<file path="src/rtl/sata_oob_detector.sv">
// sata_oob_detector
//
// Receive-side Serial ATA out-of-band detector. Synchronizes the PHY squelch,
// measures every burst and gap in clk cycles, classifies each gap as a
// COMWAKE-type or COMINIT/COMRESET-type gap, and pulses cominit or comwake for
// one cycle once GAPS consecutive gaps of the same type have been seen.
//
// Parameters
//   CLKFREQ    clk frequency in kHz
//   GAPS       consecutive same-type valid gaps needed for a detection (2..7)
//
// Ports
//   clk        clock
//   reset      asynchronous, active-high reset
//   en         detector enable; low holds the detector in QUIET with no pulses
//   rxelecidle PHY squelch (1 = idle, 0 = burst), asynchronous to clk
//   cominit    one-cycle pulse, COMINIT/COMRESET sequence detected
//   comwake    one-cycle pulse, COMWAKE sequence detected
//   rxidle     rxelecidle after the two-flop synchronizer
module sata_oob_detector #(
  parameter int CLKFREQ = 100_000,
  parameter int GAPS    = 3
) (
  input  logic clk,
  input  logic reset,
  input  logic en,
  input  logic rxelecidle,
  output logic cominit,
  output logic comwake,
  output logic rxidle
);

  // Nanoseconds to clk cycles, rounded to nearest.
  function automatic int ns_to_cyc(input int ns);
    longint prod;
    prod = longint'(ns) * longint'(CLKFREQ) + 64'sd500_000;
    return int'(prod / 64'sd1_000_000);
  endfunction

  localparam int T35   = ns_to_cyc(35);
  localparam int T175  = ns_to_cyc(175);
  localparam int T525  = ns_to_cyc(525);
  localparam int CNT_W = $clog2(T525 + 1);
  localparam int SEQ_W = $clog2(GAPS + 1);

  localparam logic [CNT_W-1:0] T35_C   = CNT_W'(T35);
  localparam logic [CNT_W-1:0] T175_C  = CNT_W'(T175);
  localparam logic [CNT_W-1:0] T525_C  = CNT_W'(T525);
  localparam logic [CNT_W-1:0] CNT_ONE = CNT_W'(1);
  localparam logic [SEQ_W-1:0] SEQ_ONE = SEQ_W'(1);
  localparam logic [SEQ_W-1:0] GAPS_C  = SEQ_W'(GAPS);

  typedef enum logic [1:0] {QUIET, BURST, GAP, BLOCK} state_t;
  typedef enum logic [1:0] {GAP_BAD, GAP_WAKE, GAP_INIT} gap_t;

  function automatic gap_t classify(input logic [CNT_W-1:0] g);
    if (g > T35_C && g < T175_C)   return GAP_WAKE;
    if (g >= T175_C && g < T525_C) return GAP_INIT;
    return GAP_BAD;
  endfunction

  logic             sync_p0;
  logic             sync_p1;
  state_t           state, state_nx;
  logic [CNT_W-1:0] cnt, cnt_nx, cnt_inc;
  logic [SEQ_W-1:0] seq, seq_nx, seq_inc;
  logic             tp, tp_nx;
  logic             init_nx, wake_nx;
  gap_t             gap_kind;
  logic             gap_init;

  // Stage p0/p1: two-flop squelch synchronizer; sync_p1 is idle_s.
  always_ff @(posedge clk or posedge reset) begin
    if (reset) begin
      sync_p0 <= 1'b1;
      sync_p1 <= 1'b1;
    end else begin
      sync_p0 <= rxelecidle;
      sync_p1 <= sync_p0;
    end
  end

  assign rxidle   = sync_p1;
  assign cnt_inc  = cnt + CNT_ONE;
  assign seq_inc  = seq + SEQ_ONE;
  // cnt holds the gap length at the cycle the gap ends.
  assign gap_kind = classify(cnt);
  assign gap_init = (gap_kind == GAP_INIT);

  always_comb begin
    state_nx = state;
    cnt_nx   = cnt;
    seq_nx   = seq;
    tp_nx    = tp;
    init_nx  = 1'b0;
    wake_nx  = 1'b0;
    case (state)
      QUIET: begin
        if (!sync_p1) begin
          state_nx = BURST;
          cnt_nx   = CNT_ONE;
        end
      end
      BURST: begin
        if (!sync_p1) begin
          cnt_nx = cnt_inc;
          // Burst too long to be OOB signalling: treat as a live line.
          if (cnt_inc == T525_C) begin
            state_nx = BLOCK;
            seq_nx   = '0;
          end
        end else if (cnt <= T35_C) begin
          state_nx = QUIET;
          seq_nx   = '0;
        end else begin
          state_nx = GAP;
          cnt_nx   = CNT_ONE;
        end
      end
      GAP: begin
        if (sync_p1) begin
          cnt_nx = cnt_inc;
          if (cnt_inc == T525_C) begin
            state_nx = QUIET;
            seq_nx   = '0;
          end
        end else begin
          state_nx = BURST;
          cnt_nx   = CNT_ONE;
          if (gap_kind == GAP_BAD) begin
            seq_nx = '0;
          end else if (seq == '0 || tp != gap_init) begin
            // First gap of a run, or the type changed: restart the run.
            tp_nx  = gap_init;
            seq_nx = SEQ_ONE;
          end else if (seq_inc == GAPS_C) begin
            seq_nx  = '0;
            init_nx = gap_init;
            wake_nx = !gap_init;
          end else begin
            seq_nx = seq_inc;
          end
        end
      end
      BLOCK: begin
        if (sync_p1) state_nx = QUIET;
      end
      default: state_nx = QUIET;
    endcase
  end

  // Stage p2: detector state and registered pulses.
  always_ff @(posedge clk or posedge reset) begin
    if (reset) begin
      state   <= QUIET;
      cnt     <= '0;
      seq     <= '0;
      tp      <= 1'b0;
      cominit <= 1'b0;
      comwake <= 1'b0;
    end else if (!en) begin
      state   <= QUIET;
      cnt     <= '0;
      seq     <= '0;
      tp      <= 1'b0;
      cominit <= 1'b0;
      comwake <= 1'b0;
    end else begin
      state   <= state_nx;
      cnt     <= cnt_nx;
      seq     <= seq_nx;
      tp      <= tp_nx;
      cominit <= init_nx;
      comwake <= wake_nx;
    end
  end

endmodule

</file>
<file path="config.mk">
export PLATFORM = sky130hd
export DESIGN_NAME = sata_oob_detector
export DESIGN_NICKNAME = d
export VERILOG_FILES = /design/src/rtl/sata_oob_detector.sv
export SDC_FILE = /design/constraint.sdc
export NUM_CORES = 1
export LEC_CHECK = 0
export BUFFER_PORTS_ARGS = -buffer_cell sky130_fd_sc_hd__buf_4
export CELL_PAD_IN_SITES_DETAIL_PLACEMENT = 0
export CELL_PAD_IN_SITES_GLOBAL_PLACEMENT = 1
export CORE_MARGIN = 2
export CORE_UTILIZATION = 42
export CTS_CLUSTER_DIAMETER = 80
export CTS_CLUSTER_SIZE = 28
export DETAILED_ROUTE_END_ITERATION = 6
export PLACE_DENSITY_LB_ADDON = 0.12
export SYNTH_ARGS = -nofsm -noshare
export SYNTH_HDL_FRONTEND = slang
export SYNTH_SLANG_ARGS = --single-unit
export TNS_END_PERCENT = 1
</file>
<file path="constraint.sdc">
create_clock -name clk -period 4.56 [get_ports clk]
set_input_delay 0.456 -clock clk [delete_from_list [all_inputs] [get_ports clk]]
set_output_delay 0.456 -clock clk [all_outputs]
set_load 0.05 [all_outputs]
</file>
==> impl_metrics.py <==
metrics = {
    "clock_network": {
        "clkLatencyLatePin_ns": 0.28,
        "cts-buffers-inserted": 3,
        "h-tree-depth": 1,
        "clkSinkCount": 15,
        "clkTransAtPathRegs_ns": 0.09,
        "cts_tree": "yes",
        "cts_setup_buffers": 0,
        "clockBufferDepth": 2,
        "hold_buffers": 0,
        "cts_resized": 0,
        "root_buffer": "clkbuf_4",
    },
    "sta": {
        "fin_crit_ns": 2.04,
        "drv_slew": 0,
        "hold_viol_final": 0,
        "finClkSkew_ns": 0.00444,
        "rsz0062_at_grt": "false",
        "max_freq_mhz": 489,
        "fin_setup_tns_ns": 0,
        "tightestPinTransition_ns": 0.635,
        "finalCritPeriodShare": 0.448,
        "setup_viol": 0,
        "timing.max_slew.rel_slack": 0.575,
    },
    "global_routing": {
        "antenna_found_initial": 0,
        "globalRouteOverflowTotal": 0,
        "grt_max_degree": 16,
        "grt_pass1_wl_mm": 3.21,
        "grt_use_total": 0.160,
        "first_global_vias": 718,
    },
    "die": {
        "die_area_sq_mm": 0.00274,
        "fp.dieW_um": 52.4,
        "core.rowCount": 17,
        "initial_core_util": 0.444,
        "die_h_um": 52.4,
        "coreArea_sq_mm": 0.00221,
        "io_pins": 7,
    },
    "critical_path": {
        "crit_chain": "o21a_2 -> nor4_2 -> a211oi_2 -> nor2_1 -> o21ai_0 -> o31ai_1",
        "startpoint_type": "flop",
        "end_kind": "flop",
        "r2r_cells": 6,
        "cp_data_required_time_ns": 4.75,
        "slowest_delay_ns": 0.52,
        "path_buf_inv": 0,
        "crit_cells": 6,
        "critical-path-top-delay-family": "simple AND/OR/NAND/NOR gates",
        "path_max_fanout": 12,
        "critPathLaunch": "cnt[0]",
        "crit_arrival_ns": 2.23,
        "crit_path_end": "cnt[2]",
        "rr_startpoint": "cnt[0]",
        "worst_path_max_delay_cell": "nor2_1",
        "r2r_slack_ns": 2.52,
        "rr_endpoint": "cnt[2]",
        "critPathKind": "reg2reg",
    },
    "routing": {
        "ant_nets": 0,
        "wl_mm": 1.81,
        "drt-initial-drc-count": 4,
        "routedWlPerCell_um": 12.6,
        "drc": 0,
        "routed_via_density": 5.28,
        "routed-via-count": 760,
        "first_pass_iters": 4,
    },
    "placement": {
        "routabilityCongestion": 0.797,
        "port_buffers": 6,
        "dp_hpwl_mm": 1.37,
    },
    "logic_synthesis": {
        "synth_largest_area_cell": "dfrtp_1",
        "ys_types": 36,
        "ys_seq_elements": 15,
        "synthFlopType": "dfrtp_1",
        "synth_area_sq_um": 982,
        "synth_edf_count": 0,
        "syn_inst": 111,
        "synth_top_cell_area_share": 0.331,
        "synth_seq_area_share": 0.385,
        "synth_area_leaders": "dfrtp_1, ha_1, nand2_1",
        "syn-num-nets": 121,
        "synth_warnings": 0,
        "async_flop_share": 1.00,
        "synth_area_per_cell_sq_um": 8.85,
    },
    "final_layout": {
        "area_growth_pct": 8.41,
        "final_layout_size_suffix_gt1_frac": 0.147,
        "post-route-util": 0.481,
        "layout_commonest_cell": "nand2_1",
        "n_antenna_cell": 0,
        "layout_common_cells": "nand2_1, dfrtp_1, inv_1, o21ai_0",
        "nets": 127,
    },
    "pwr": {
        "cellLeakagePower_nw": 0.449,
        "power.density_mw_per_mm2": 332,
        "ir_drop_uv": 222,
    },
    "worst_hold_path": {
        "hold_class": "in2async",
    },
    "run": {
        "cap_violations": 0,
    },
    "status": {
        "status": "complete, no violations",
    },
}
## state kept, by name, indices dropped and copies added, names as in the netlist
name	cells
cnt	6
cominit	1
comwake	1
rxidle	1
seq	2
state	2
sync_p0	1
tp	1
## logic make-up (layout without fill, tap and decap cells)
group           count (synthesis)  in the layout  share of synthesized area
mux                             3              3                     0.0318
xor+xnor                        3              3                     0.0268
fa+ha+maj                       6              6                     0.0764
simple gates                   41             41                      0.213
buf+inv                        13             18                     0.0548
compound gates                 30             30                      0.213
flops                          15             15                      0.385
## how the worst min path moves through the flow
| stage | start | endpoint | slack, ns | cells past startpoint |
|---|---|---|---|---|
| 2_1_floorplan | sync_p0 | rxidle | 0.35 | 0 |
| 3_5_place_dp | sync_p0 | rxidle | 0.35 | 0 |
| 4_1_cts | reset | cnt[5] | 0.25 | 2 |
| 3_3_place_gp | sync_p0 | rxidle | 0.35 | 0 |
| 6_report | reset | cnt[5] | 0.24 | 2 |
| 5_1_grt | rxelecidle | sync_p0 | 0.26 | 1 |
## worst reg2reg max path: cells and delay by family, from the launching register on
kind            cells  cell delay [ns]
flops               1             0.45
simple gates        2             0.85
compound gates      4             0.66
## final cells by class
class | count | area (sq um)
fillers | 221 | 1150
multi-input cells | 83 | 551
flip-flops and latches | 15 | 378
repair buffers | 6 | 45.0
clock buffers | 4 | 26.3
inverters | 8 | 30.0
well taps | 28 | 35.0
## synth_stat cells, types with 3 or more instances
master,count
a21oi_1,6
nor3_1,3
ha_1,6
inv_1,8
nor2b_1,4
dfrtp_1,13
nand2_1,15
o31ai_1,5
nor2_1,5
buf_2,4
o21ai_0,7
nand3_1,5
## per-layer routing
metal  routed length (um)  GRT usage  vias up
met5                    0          0        -
met2                  844      0.258        5
li1                     -          -      402
met4                   16     0.0769        0
met3                   35     0.0257        2
met1                  917      0.205      351
## report_power, final
group	switching, mW	total (mW)	internal (mW)	leakage, nW
registers	0.0138	0.158	0.144	0.200
clock network	0.0417	0.0756	0.0339	0.0150
logic	0.0733	0.119	0.0458	0.235
## per-stage QoR
step	hold WS (ns)	power, mW	cell area (sq um)	setup WS, ns	std cells
CTS	0.251	0.360	1060	2.50	144
floorplan	0.345	0.258	982	2.71	111
finish	0.238	0.353	1060	2.52	144
detailed placement	0.348	0.282	1040	2.52	140
global route	0.257	0.387	1060	2.24	144
global placement	0.348	0.279	1040	2.54	140
No activity file was read; power rests on OpenSTA's default activity.
